[config.mk]
export PLATFORM = sky130hd
export DESIGN_NAME = serial_add_sub
export DESIGN_NICKNAME = d
export VERILOG_FILES = /design/src/rtl/serial_add_sub_pkg.sv /design/src/rtl/serial_add_sub_fa_bit_cell.sv /design/src/rtl/serial_add_sub.sv
export SDC_FILE = /design/constraint.sdc
export NUM_CORES = 1
export LEC_CHECK = 0
export ABC_AREA = 1
export BUFFER_PORTS_ARGS = -buffer_cell sky130_fd_sc_hd__buf_2
export CAP_MARGIN = 25
export CORE_MARGIN = 4
export CORE_UTILIZATION = 50
export CTS_CLUSTER_DIAMETER = 60
export DETAILED_ROUTE_END_ITERATION = 10
export PLACE_DENSITY = 0.74
export SLEW_MARGIN = 20
export SYNTH_ARGS = -nofsm -noshare
export SYNTH_HDL_FRONTEND = slang
export SYNTH_HIERARCHICAL = 1
export SYNTH_SLANG_ARGS = --single-unit
[constraint.sdc]
create_clock -name clk -period 1.4 [get_ports clk]
set_clock_uncertainty 0.15 [all_clocks]
set_input_delay 0 -clock clk [delete_from_list [all_inputs] [get_ports clk]]
set_output_delay 0 -clock clk [all_outputs]
set_load 0.01 [all_outputs]
[src/rtl/serial_add_sub_pkg.sv]
// Shared types and helpers for the bit-serial adder/subtractor.
// The FSM state type and the bit-counter width function live here.
package serial_add_sub_pkg;

  typedef enum logic [1:0] {IDLE, RUN, DONE} state_t;

  function automatic int cnt_w(input int w);
    return (w < 2) ? 1 : $clog2(w);
  endfunction

endpackage

[src/rtl/serial_add_sub_fa_bit_cell.sv]
// Combinational 1-bit full adder: one ripple stage reused every cycle
// by the serial adder.
module fa_bit_cell (
  input  logic a_i,
  input  logic b_i,
  input  logic c_i,
  output logic s_o,
  output logic co_o
);

  assign s_o  = a_i ^ b_i ^ c_i;
  assign co_o = (a_i & b_i) | (a_i & c_i) | (b_i & c_i);

endmodule

[src/rtl/serial_add_sub.sv]
// Bit-serial ripple adder/subtractor, LSB first, one bit per clock.
// Optional signed-overflow output enabled by defining SERIAL_ADD_SUB_OVF_EN.
module serial_add_sub
  import serial_add_sub_pkg::*;
#(
  parameter int WIDTH = 4
) (
  input  logic             clk,
  input  logic             rst_n,
  input  logic             in_valid,
  output logic             in_ready,
  input  logic [WIDTH-1:0] a,
  input  logic [WIDTH-1:0] b,
  input  logic             sub,
  input  logic             c_in,
  output logic             out_valid,
  input  logic             out_ready,
  output logic [WIDTH-1:0] result,
`ifdef SERIAL_ADD_SUB_OVF_EN
  output logic             overflow,
`endif
  output logic             carry_out
);

  localparam int             CW   = cnt_w(WIDTH);
  localparam logic [CW-1:0]  LAST = CW'(WIDTH - 1);

  state_t           state_q, state_d;
  logic [WIDTH-1:0] a_sh_q, b_sh_q, result_q;
  logic [CW-1:0]    bit_cnt_q;
  logic             carry_q;
  logic             s_bit, co_bit;
  logic             accept, running, last_step;

  fa_bit_cell u_fa (
    .a_i  (a_sh_q[0]),
    .b_i  (b_sh_q[0]),
    .c_i  (carry_q),
    .s_o  (s_bit),
    .co_o (co_bit)
  );

  assign accept    = (state_q == IDLE) && in_valid;
  assign running   = (state_q == RUN);
  assign last_step = running && (bit_cnt_q == LAST);

  always_comb begin
    state_d = state_q;
    case (state_q)
      IDLE:    if (in_valid)  state_d = RUN;
      RUN:     if (last_step) state_d = DONE;
      DONE:    if (out_ready) state_d = IDLE;
      default: state_d = IDLE;
    endcase
  end

  always_ff @(posedge clk) begin
    if (!rst_n) state_q <= IDLE;
    else        state_q <= state_d;
  end

  // Carry, counter and result are visible state and are reset;
  // the operand shifters only matter during RUN and are not.
  always_ff @(posedge clk) begin
    if (!rst_n) begin
      result_q  <= '0;
      carry_q   <= 1'b0;
      bit_cnt_q <= '0;
    end else if (accept) begin
      result_q  <= '0;
      carry_q   <= sub ? ~c_in : c_in;
      bit_cnt_q <= '0;
    end else if (running) begin
      result_q  <= {s_bit, result_q[WIDTH-1:1]};
      carry_q   <= co_bit;
      bit_cnt_q <= bit_cnt_q + 1'b1;
    end
  end

  always_ff @(posedge clk) begin
    if (accept) begin
      a_sh_q <= a;
      b_sh_q <= sub ? ~b : b;
    end else if (running) begin
      a_sh_q <= a_sh_q >> 1;
      b_sh_q <= b_sh_q >> 1;
    end
  end

`ifdef SERIAL_ADD_SUB_OVF_EN
  logic ovf_q;

  // carry_q at the last step is the carry into the MSB
  always_ff @(posedge clk) begin
    if (!rst_n)         ovf_q <= 1'b0;
    else if (accept)    ovf_q <= 1'b0;
    else if (last_step) ovf_q <= carry_q ^ co_bit;
  end

  assign overflow = ovf_q;
`endif

  assign in_ready  = (state_q == IDLE);
  assign out_valid = (state_q == DONE);
  assign result    = result_q;
  assign carry_out = carry_q;

endmodule

After elaboration in Yosys (flattened, before gate mapping):

Index checks and enable logic that the tools add are counted.

* add/sub/neg operators: 1
* eq/ne operators: 6
* mux-type cells: 12
* bitwise operators: 10
* reduce and logical (&&, ||, !) cells: 6

Operators with widths (number)
* 4-bit 2-to-1 mux: 5
* 2-bit 2-to-1 mux: 3
* 2-bit one-hot mux with 3 select lines: 1
* 2-bit == test, second input constant: 2
* 2-bit by 1-bit inequality test with 1-bit output, second input constant: 2
* 4-bit inverter: 1
* 1-bit AND: 3
* 1-bit 2-to-1 mux: 3
* 3-bit AND reduction: 1
* 2-bit by 1-bit adder with 2-bit output, second input constant: 1
* 2-bit by 1-bit == test with 1-bit output, second input constant: 1
* 1-bit logical AND: 2
* 2-bit logical NOT: 1
* 2-bit inequality test, second input constant: 1
* 1-bit inverter: 2
* 1-bit bitwise OR: 2
* 2-bit nonzero test: 1
* 2-bit OR reduction: 1
* 1-bit XOR: 2

* flip-flop bits (word level): 17
* bits of input ports: 14
* word-level logic and storage cells: 41

Logic depth before layout (Yosys ltp):

Gate-level depths: netlist (run 1).

* depth after elaboration: 5
* gate-level depth with buffers: 8

Modules after synthesis:

The synthesis (run 1) kept the hierarchy.

By module, submodules not included
* serial_add_sub: times used 1, cells each 89, area each 814.5 um^2, sequential area each 420.4 um^2
* fa_bit_cell: times used 1, cells each 1, area each 20.0 um^2, sequential area each 0.0 um^2

Worst setup path before layout (run 1):

No wires, ideal clock.

* path kind: register -> register
* start: reg a_sh_q[0]
* end: reg result_q[3] (netlist: result[3])
* library setup time: 0.070 ns
* arrival: 1.056 ns
* required time: 1.180 ns
* setup slack: 0.125 ns
* cell stages (with the launch flop): 4
* buffers on the path: 0
* period minus slack after synthesis: 1.275 ns
* cell sequence: edfxtp_1 -> fa_1 -> nand2_1 -> a21oi_1

* longest elaborated chain between the ends: 2

RTL lines
* start: declaration: RTL line serial_add_sub.sv:29 `logic [WIDTH-1:0] a_sh_q, b_sh_q, result_q;`
* start signal: assignment: RTL line serial_add_sub.sv:85 `a_sh_q <= a_sh_q >> 1;`
* 1-bit XOR (2 in a row): RTL line serial_add_sub_fa_bit_cell.sv:11 `assign s_o = a_i ^ b_i ^ c_i;`
* via s_bit: RTL line serial_add_sub.sv:32 `logic s_bit, co_bit;`
* end signal: assignment: RTL line serial_add_sub.sv:74 `result_q <= {s_bit, result_q[WIDTH-1:1]};`
* end: declaration: RTL line serial_add_sub.sv:29

The timed path passes the listed nets, and every way through them passes these cells.
A chain may end at the register's enable or synchronous reset.

Worst setup path after layout (run 1):

Same ends and word-level chain as after synthesis.

==> results of run 1 <==
-- metrics by stage --
stage / util [%] / hold WS [ns] / power, mW / cells
6_report: 70.13 / 0.02191 / 1.047 / 140
5_1_grt: 70.13 / 0.03556 / 1.108 / 140
4_1_cts: 70.13 / 0.01307 / 1.056 / 140
3_5_place_dp: 60.63 / 0.09877 / 0.7736 / 124
3_3_place_gp: 60.63 / 0.09528 / 0.7669 / 124
2_1_floorplan: - / -0.05237 / 0.7282 / 90
-- state kept, by name (all words and copies together), names as in the netlist --
signal / count
carry_out: 1
bit_cnt_q: 2
b_sh_q: 4
state_q: 2
a_sh_q: 4
result: 4
-- Yosys cell counts, types with 2 or more instances --
library cell / instances
xnor2_1: 5
a21oi_1: 5
nor2_2: 2
nor2_1: 3
inv_1: 8
edfxtp_1: 8
inv_2: 3
o21ai_2: 3
nand2_1: 29
dfxtp_1: 9
nand2_2: 3
-- layout by cell type (no fill, tap or decap), types with 2 or more instances in the layout --
| cell type | synthesis | layout |
|---|---|---|
| inv_2 | 3 | 3 |
| nand2_2 | 3 | 3 |
| xnor2_1 | 5 | 5 |
| nor2_2 | 2 | 2 |
| o21ai_2 | 3 | 3 |
| inv_1 | 8 | 8 |
| nand2_1 | 29 | 29 |
| a21oi_1 | 5 | 5 |
| dlygate4sd3_1 | 0 | 12 |
| edfxtp_1 | 8 | 8 |
| buf_2 | 1 | 20 |
| dfxtp_1 | 9 | 9 |
| clkbuf_4 | 0 | 3 |
| nor2_1 | 3 | 3 |
-- per-layer routing --
metal  vias to the layer above  GRT usage, %
met5                         -             0
met4                         0         6.726
met3                         4         3.364
met2                        16         24.57
met1                       293         17.60
li1                        347             -
-- final timing paths --
check / start / endpoint / slack [ns] / depth (start not counted)
max: a_sh_q[0]$_DFFE_PP_ / result[3]$_SDFFE_PP0N_ / 0.04 / 3
min reg2reg: result[2]$_SDFFE_PP0N_ / result[1]$_SDFFE_PP0N_ / 0.33 / 2
max reg2reg: a_sh_q[0]$_DFFE_PP_ / result[3]$_SDFFE_PP0N_ / 0.04 / 3
min: sub / b_sh_q[3]$_SDFFCE_PP0P_ / 0.02 / 3
-- worst min-delay path, cell delays in order --
cell and delay (ns):
buf_2 0.16, xnor2_1 0.10, nor2_2 0.09
-- power breakdown --
| part | switching [mW] | internal (mW) | leakage (nW) | total (mW) |
|---|---|---|---|---|
| clock | 0.149 | 0.111 | 0.0150 | 0.259 |
| sequential | 0.0202 | 0.569 | 0.156 | 0.589 |
| combinational | 0.106 | 0.0927 | 0.328 | 0.199 |
-- repair_timing --
| action | 4_1_cts | 5_1_grt |
|---|---|---|
| setup endpoints to repair | 0 | 1 |
| setup buffers | 0 | 0 |
| endpoints found under the hold margin | 17 | 0 |
| hold buffers | 12 | 0 |
-- cell type report --
cell class,count,area (sq um),area share [%]
Sequential cell,17,420.4,38.89
Timing Repair Buffer,32,220.2,20.37
Tap cell,16,20.02,1.852
Multi-Input combinational cell,59,346.6,32.06
Clock buffer,4,26.28,2.431
Inverter,12,47.55,4.398
-- cell families (layout without fill, tap and decap cells) --
family / count (synthesis) / in the layout / share of synthesized area (%)
DFF: 17 / 17 / 50.37
adders and majority gates: 2 / 2 / 3.898
AOI/OAI and AO/OA: 11 / 11 / 8.546
and+or+nand+nor: 41 / 41 / 23.84
xor gates and xnor gates: 5 / 5 / 5.247
buffers and inverters: 14 / 48 / 8.095
==> impl_metrics.tcl, run 1 <==
set metrics [dict create \
    grt_max_degree 13 \
    wl_met1_um 678 \
    max_freq_mhz 735.7 \
    drtIter0Drc 5 \
    fp.dieH_um 48.86 \
    worstPathCellList "fa_1 -> nand2_1 -> a21oi_1" \
    ant_nets 0 \
    synth_nets 106 \
    antenna_found_initial 0 \
    max_stage_delay_ns 0.55 \
    status "finished, final reports clean" \
    crit_family "adder cells" \
    min_period_ns 1.359 \
    synth_cell_types 23 \
    crit_required_ns 1.47 \
    crit_type "reg2reg" \
    synth_area_sq_um 834.6 \
    wl_per_cell_um 11.14 \
    insertedDiodeCount 0 \
    die_x_um 48.86 \
    cts_tree "yes" \
    cts-buffers-inserted 3 \
    start_kind "flip-flop" \
    synth_top_area_share_pct 28.79 \
    start_util_pct 54.14 \
    overflow 0 \
    crit_buf_inv 0 \
    powerDensity_mw_per_mm2 968.9 \
    drc 0 \
    synth-edff-count 8 \
    placedInstanceArea_sq_um 934.6 \
    wl_met2_um 770 \
    first_pass_iters 3 \
    drive_gt1_share_pct 30.65 \
    postSynthCellCount 90 \
    syn_avg_cell_area_sq_um 9.273 \
    track_usage_pct 14.66 \
    highest_layer "met4" \
    htreeDepth 1 \
    clk_pin_slew_ns 0.10 \
    clockBufferDepth 2 \
    synth_area_leaders "edfxtp_1 29%, dfxtp_1 22%, nand2_1 13%" \
    setup_slack_ns 0.04071 \
    crit_path_end_kind "flip-flop" \
    crit_fanout 1 \
    synthArstFlopShare_pct 0 \
    vias_per_cell 4.714 \
    nFillCells 135 \
    maxCapViolCount 0 \
    yosys_warnings 6 \
    report.final.slew_viol_count 0 \
    dp_slack_ns 0.07043 \
    core-area_sq_mm 0.001541 \
    period_share_pct 97.09 \
    rows 14 \
    setup_viol 0 \
    finalHoldViolations 0 \
    clk_latency_ns 0.29 \
    rsz0062_at_grt "true" \
    crit_path_top_delay_cell "fa_1" \
    arrival_ns 1.43 \
    cts_sinks 17 \
    top_level_ports 21 \
    first_global_vias 640 \
    syn_to_final_growth_pct 29.54 \
    hp-class "in2reg" \
    synth_top_flop_cell "dfxtp_1" \
    vias 660 \
    ys_seq_area_share_pct 50.37 \
    yosysTopAreaCell "edfxtp_1" \
    design.die.area_sq_mm 0.002387 \
    tns_ns 0 \
    finalWirelength_um 1560 \
    vdd_ir_drop_max_uv 650.5 \
    hpwlAfterDp_um 1040 \
    grt_pass1_wl_um 2732 \
    num-nets-final 141 \
    max_slew_margin_pct 78.58 \
    final_cell_area_sq_mm 0.001081 \
    synth-seq-cells 17 \
    total_leakage_power_nw 0.4987 \
    worstMarginPinSlew_ns 0.3210 \
    cts-root-buf "clkbuf_4" \
    post_cts_resized 0 \
    numPortBuffers 20 \
    wl_met3_um 79 \
    gp_congestion 0.6906 \
]
Note: power is estimated with default switching activity, not from simulation.
==> inputs of run 2 (changes only) <==
--- a/config.mk
+++ b/config.mk
@@ -5,14 +5,13 @@
 export SDC_FILE = /design/constraint.sdc
 export NUM_CORES = 1
 export LEC_CHECK = 0
-export ABC_AREA = 1
 export BUFFER_PORTS_ARGS = -buffer_cell sky130_fd_sc_hd__buf_2
 export CAP_MARGIN = 25
 export CORE_MARGIN = 4
-export CORE_UTILIZATION = 50
+export CORE_UTILIZATION = 49
 export CTS_CLUSTER_DIAMETER = 60
 export DETAILED_ROUTE_END_ITERATION = 10
-export PLACE_DENSITY = 0.74
+export PLACE_DENSITY = 0.73
 export SLEW_MARGIN = 20
 export SYNTH_ARGS = -nofsm -noshare
 export SYNTH_HDL_FRONTEND = slang
==> run 2 against run 1 <==
Register-to-register slack worse by 0.04 ns. Maximum frequency down 2.9%. Via count down 8.5%. Die area down 3.4%. Synthesized area down 6.0%. Combinational power up 6%. Count of clock-buffer cells in the layout unchanged. Critical path type unchanged. Largest power group unchanged.
==> impl_metrics.tcl, run 2 <==
set metrics [dict create \
    numPortBuffers 20 \
    insertedDiodeCount 0 \
    min_period_ns 1.400 \
    use_met2_pct 28.50 \
    design.die.area_sq_mm 0.002305 \
    use_met1_pct 19.63 \
    hp-class "in2reg" \
    endpoint "a_sh_q[2]$_DFFE_PP_" \
    synth_area_sq_um 784.5 \
    postSynthCellCount 64 \
    clk_pin_slew_ns 0.10 \
    synth_most_common_cell "dfxtp_1" \
    crit_path_end_kind "flip-flop" \
    setup_viol 0 \
    busiest_layer "met2" \
    grt_pass1_wl_um 2539 \
    startpoint "state_q[0]$_SDFFE_PN0P_" \
    antenna_found_initial 0 \
    powerDensity_mw_per_mm2 937.0 \
    intPower_uw 798.6 \
    synthArstFlopShare_pct 0 \
    vias_per_cell 5.076 \
    grt_use_met3_pct 2.256 \
    crit_fanout 4 \
    r2r_slack_ns 0.0004 \
    grt_max_degree 10 \
    synth-seq-cells 17 \
    syn_avg_cell_area_sq_um 12.26 \
    first_pass_iters 4 \
    total_leakage_power_nw 0.4766 \
    max_stage_delay_ns 0.34 \
    clk_latency_ns 0.28 \
    rsz0062_at_grt "true" \
    p_clk_share_pct 24.4 \
    cts-root-buf "clkbuf_4" \
    track_usage_pct 16.18 \
    cts_tree "yes" \
    cts-buffers-inserted 3 \
    synth_top_flop_cell "dfxtp_1" \
    drtIter0Drc 11 \
    arrival_ns 1.29 \
    max_slew_margin_pct 82.51 \
    report.final.slew_viol_count 0 \
    yosys_warnings 6 \
    yosysTopAreaCell "edfxtp_1" \
    worstMarginPinSlew_ns 0.2623 \
    utilization_pct 74.67 \
    seqPwrFrac_pct 55.7 \
    final_common_cell "buf_2" \
    worstPathCellList "nor3b_4 -> buf_6 -> mux2_4" \
    start_util_pct 52.08 \
    rows 14 \
    period_share_pct 99.97 \
    maxCapViolCount 0 \
    top_level_ports 21 \
    synth_area_leaders "edfxtp_1 31%, dfxtp_1 23%, nor2b_1 6.4%" \
    vdd_ir_drop_max_uv 780.5 \
    first_global_vias 602 \
    synth_common_cells "9 x dfxtp_1, 8 x edfxtp_1, 8 x nor2b_1" \
    hpwlAfterDp_um 1174 \
    die_x_um 48.01 \
    placedInstanceArea_sq_um 953.4 \
    cts_sinks 17 \
    synth_cell_types 22 \
    clockBufferDepth 2 \
    overflow 0 \
    switching_share_pct 24.23 \
    crit_required_ns 1.29 \
    crit_type "reg2reg" \
    gp_congestion 0.6963 \
    ant_nets 0 \
    reg2reg_depth 3 \
    fp.dieH_um 48.01 \
    synth_nets 80 \
    wl_per_cell_um 13.41 \
    crit_path_top_delay_cell "dfxtp_2" \
    p_switching_uw 255.3 \
    combinationalPowerShare_pct 19.9 \
    vias 604 \
    start_kind "flip-flop" \
    rr_startpoint "state_q[0]$_SDFFE_PN0P_" \
    rr_endpoint "a_sh_q[2]$_DFFE_PP_" \
    finalHoldViolations 0 \
    drc 0 \
    htreeDepth 1 \
    core-area_sq_mm 0.001506 \
    total_power_mw 1.054 \
    synth-edff-count 8 \
    nFillCells 108 \
    max_freq_mhz 714.5 \
    status "finished, final reports clean" \
    finalWirelength_um 1596 \
    tns_ns 0 \
    synth_top_area_share_pct 30.62 \
    num-nets-final 120 \
    drive_gt1_share_pct 42.72 \
    syn_to_final_growth_pct 43.38 \
    mostFrequentLayoutCells "20 x buf_2, 10 x dlygate4sd3_1, 8 x nor2b_1, 8 x edfxtp_1, 7 x dfxtp_1" \
    final_cell_area_sq_mm 0.001125 \
    ys_seq_area_share_pct 53.59 \
]
run 2: cell count changes after synthesis, sizes merged, moves of 3 or more:
cell / previous run / this run
o21ai: 4 / 0
mux2: 0 / 3
a22oi: 0 / 6
nor2b: 0 / 8
nand2: 33 / 0
inv: 12 / 3
nor2: 7 / 4
run 2: cell families (layout without fill, tap and decap cells):
group	count (synthesis)	count (layout)	share of synthesized area, %
flip-flops	17	17	53.59
XOR/XNOR	5	5	5.583
AO/OA/AOI/OAI	11	11	10.37
adder cells (fa/ha/maj)	2	2	4.147
multiplexers	5	5	6.858
buffers and inverters	6	45	4.943
AND/OR/NAND/NOR	18	18	14.51
run 2: how the worst min path moves through the flow:
stage           from                      end  slack, ns  cells after the start
3_3_place_gp    a[3]  a_sh_q[3]$_SDFFCE_PP0P_       0.15                      2
2_1_floorplan  rst_n  state_q[1]$_SDFFE_PN0P_      -0.02                      1
3_5_place_dp    a[3]  a_sh_q[3]$_SDFFCE_PP0P_       0.13                      2
4_1_cts         b[3]  b_sh_q[3]$_SDFFCE_PP0P_      0.007                      3
6_report        b[3]  b_sh_q[3]$_SDFFCE_PP0P_      0.006                      3
5_1_grt         b[3]  b_sh_q[3]$_SDFFCE_PP0P_       0.02                      3
run 2: metrics by stage:
step | instances | worst slack (ns) | hold WS [ns]
finish | 119 | 0.0004203 | 0.006362
global placement | 103 | 0.004671 | 0.1500
CTS | 118 | -0.004550 | 0.007272
detailed placement | 103 | -0.01497 | 0.1291
floorplan | 64 | -0.01906 | -0.02320
global route | 119 | -0.05337 | 0.01958
run 2: repair_timing:
action,CTS,global route
endpoints found under the setup margin,4,17
cloned,0,0
hold buffers,10,0
pin swaps,4,1
endpoints found under the hold margin,16,0
buffers inserted,1,1
resized for setup,1,6
run 2: metal layers:
metal,routed length [um],vias to the layer above
met3,79,2
met4,4,0
met2,861,15
li1,-,303
met1,652,284
met5,0,-
run 2: worst max-delay path, delay by kind of cell (launching register included):
kind	cells	cell delay, ns
flip-flops	1	0.34
AND/OR/NAND/NOR	1	0.22
multiplexers	1	0.30
buffers and inverters	1	0.15
run 2: layout make-up:
cell class              count  area [sq um]  share of cell area [%]
clock buffers               4         26.28                   2.336
multi-input cells          41         365.4                   32.48
well taps                  16         20.02                   1.780
inverters                   3         11.26                   1.001
repair buffers             38         276.5                   24.58
flip-flops and latches     17         425.4                   37.82
run 2: power groups by stage:
stage	sequential, mW	clock [mW]	combinational, mW
after floorplan	0.597	0	0.103
after global placement	0.594	0	0.163
after detailed placement	0.597	0	0.172
after CTS	0.586	0.260	0.198
after global routing	0.591	0.281	0.231
final	0.587	0.257	0.210
==> inputs of run 3 (changes only) <==
--- a/config.mk
+++ b/config.mk
@@ -8,10 +8,10 @@
 export BUFFER_PORTS_ARGS = -buffer_cell sky130_fd_sc_hd__buf_2
 export CAP_MARGIN = 25
 export CORE_MARGIN = 4
-export CORE_UTILIZATION = 49
+export CORE_UTILIZATION = 44
 export CTS_CLUSTER_DIAMETER = 60
 export DETAILED_ROUTE_END_ITERATION = 10
-export PLACE_DENSITY = 0.73
+export PLACE_DENSITY = 0.67
 export SLEW_MARGIN = 20
 export SYNTH_ARGS = -nofsm -noshare
 export SYNTH_HDL_FRONTEND = slang
==> constraint.sdc (replaced) <==
create_clock -name clk -period 1.75 [get_ports clk]
set_clock_uncertainty 0.15 [all_clocks]
set_input_delay 0 -clock clk [delete_from_list [all_inputs] [get_ports clk]]
set_output_delay 0 -clock clk [all_outputs]
set_load 0.01 [all_outputs]
==> run 3 against run 2 <==
Non-clock buffer count fell by 7. Critical path depth fell by 1. Global-route usage is 4.3 points lower. Hold slack improved by 0.0038 ns. Count of clock-buffer cells in the layout shrank 1. Core utilization fell by 11 points. First-iteration DRC count increased by 82%. Maximum frequency fell by 4.7%. Register-to-register slack gained 0.28 ns. Worst setup slack better by 0.28 ns.
==> impl_metrics.tcl, run 3 (synthesized netlist as in run 2, its figures left out) <==
set metrics [dict create \
    min_from "b[3]" \
    worstPathCellList "nor3b_2 -> mux2_2" \
    worstMarginPinSlew_ns 0.3347 \
    crit_path_top_delay_cell "dfxtp_1" \
    mostFrequentLayoutCells "20 x buf_2, 10 x dlygate4sd3_1, 9 x dfxtp_1" \
    first_global_vias 524 \
    finalHoldViolations 0 \
    total_leakage_power_nw 0.4292 \
    r2r_slack_ns 0.28 \
    cts_sinks 17 \
    die_x_um 50.23 \
    max_stage_delay_ns 0.38 \
    wl_per_cell_um 11.35 \
    htreeDepth 1 \
    fp.dieH_um 50.23 \
    vias 567 \
    core-area_sq_mm 0.001594 \
    period_share_pct 83.93 \
    min_period_ns 1.469 \
    gp_congestion 0.6196 \
    ant_nets 0 \
    startpoint "state_q[0]$_SDFFE_PN0P_" \
    finalWirelength_um 1362 \
    drc 0 \
    crit_path_end_kind "flip-flop" \
    final_common_cell "buf_2" \
    cts_tree "yes" \
    vdd_ir_drop_max_uv 655.2 \
    hp-class "in2reg" \
    vias_per_cell 4.725 \
    nFillCells 136 \
    hpwlAfterDp_um 968.3 \
    post_cts_resized 0 \
    drtIter0Drc 20 \
    powerDensity_mw_per_mm2 784.7 \
    antenna_found_initial 0 \
    whs_path_depth 3 \
    tns_ns 0 \
    syn_to_final_growth_pct 30.30 \
    rsz0062_at_grt "false" \
    crit_family "flip-flops" \
    insertedDiodeCount 0 \
    report.final.slew_viol_count 0 \
    setup_viol 0 \
    top_level_ports 21 \
    min_to "b_sh_q[3]$_SDFFCE_PP0P_" \
    overflow 0 \
    clk_pin_slew_ns 0.10 \
    clk_latency_ns 0.28 \
    maxCapViolCount 0 \
    crit_fanout 6 \
    numPortBuffers 20 \
    reg2reg_depth 2 \
    max_slew_margin_pct 77.66 \
    max_freq_mhz 680.8 \
    clockBufferDepth 2 \
    crit_type "reg2reg" \
    crit_required_ns 1.64 \
    num-nets-final 113 \
    status "finished, final reports clean" \
    arrival_ns 1.36 \
    start_util_pct 49.22 \
    rows 14 \
    rr_startpoint "state_q[0]$_SDFFE_PN0P_" \
    track_usage_pct 11.91 \
    rr_endpoint "a_sh_q[1]$_DFFE_PP_" \
    design.die.area_sq_mm 0.002523 \
    grt_pass1_wl_um 2173 \
    first_pass_iters 4 \
    drive_gt1_share_pct 32.29 \
    start_kind "flip-flop" \
    grt_max_degree 11 \
    cts-buffers-inserted 3 \
    cts-root-buf "clkbuf_4" \
    crit_buf_inv 0 \
    total_power_uw 802.1 \
]
==> run 3: worst max-delay path by stage <==
stage	slack, ns	end	cells past startpoint
final	0.28	a_sh_q[1]$_DFFE_PP_	2
after global routing	0.21	a_sh_q[2]$_DFFE_PP_	2
after CTS	0.26	a_sh_q[1]$_DFFE_PP_	2
after detailed placement	0.28	a_sh_q[1]$_DFFE_PP_	2
after global placement	0.30	a_sh_q[1]$_DFFE_PP_	2
after floorplan	0.26	a_sh_q[1]$_DFFE_PP_	3
==> run 3: metrics by stage <==
step	cell area, sq um	cells	utilization (%)	hold slack (ns)	setup WS (ns)
final	1022	120	64.13	0.01016	0.2812
after global placement	894.6	106	56.12	0.1279	0.2982
after CTS	1022	120	64.13	0.002282	0.2641
after detailed placement	894.6	106	56.12	0.1347	0.2754
after global routing	1022	120	64.13	0.01152	0.2124
after floorplan	784.5	64	-	-0.02183	0.2614
==> run 3: tightest hold or removal path, delay by kind of cell <==
family,cells,cell delay (ns)
and+or+nand+nor,1,0.14
buffers and inverters,1,0.09
xor gates and xnor gates,1,0.05
==> run 3: where the power goes <==
part	internal, mW	total (mW)	switching, mW
Clock	0.0847	0.205	0.120
Sequential	0.453	0.470	0.0169
Combinational	0.0716	0.127	0.0553
Total	0.610	0.802	0.192
==> run 3: what timing repair did <==
item                      in CTS  in global routing
hold endpoints to repair      16                  0
hold buffers                  10                  0
buffers inserted               0                  0
==> run 3: area by class of cell <==
type / count / area, sq um / share of cell area, %
clock inverters: 1 / 5.005 / 0.4896
multi-input cells: 41 / 325.3 / 31.82
clock buffers: 3 / 22.52 / 2.203
flip-flops and latches: 17 / 420.4 / 41.13
well taps: 24 / 30.03 / 2.938
inverters: 3 / 11.26 / 1.102
repair buffers: 31 / 207.7 / 20.32
==> run 3: layer usage <==
| layer | track usage, % | share of wire (%) |
|---|---|---|
| met1 | 13.12 | 43 |
| met2 | 20.22 | 50 |
| met3 | 3.550 | 5.1 |
| met4 | 6.912 | 1.3 |
| met5 | 0 | 0 |
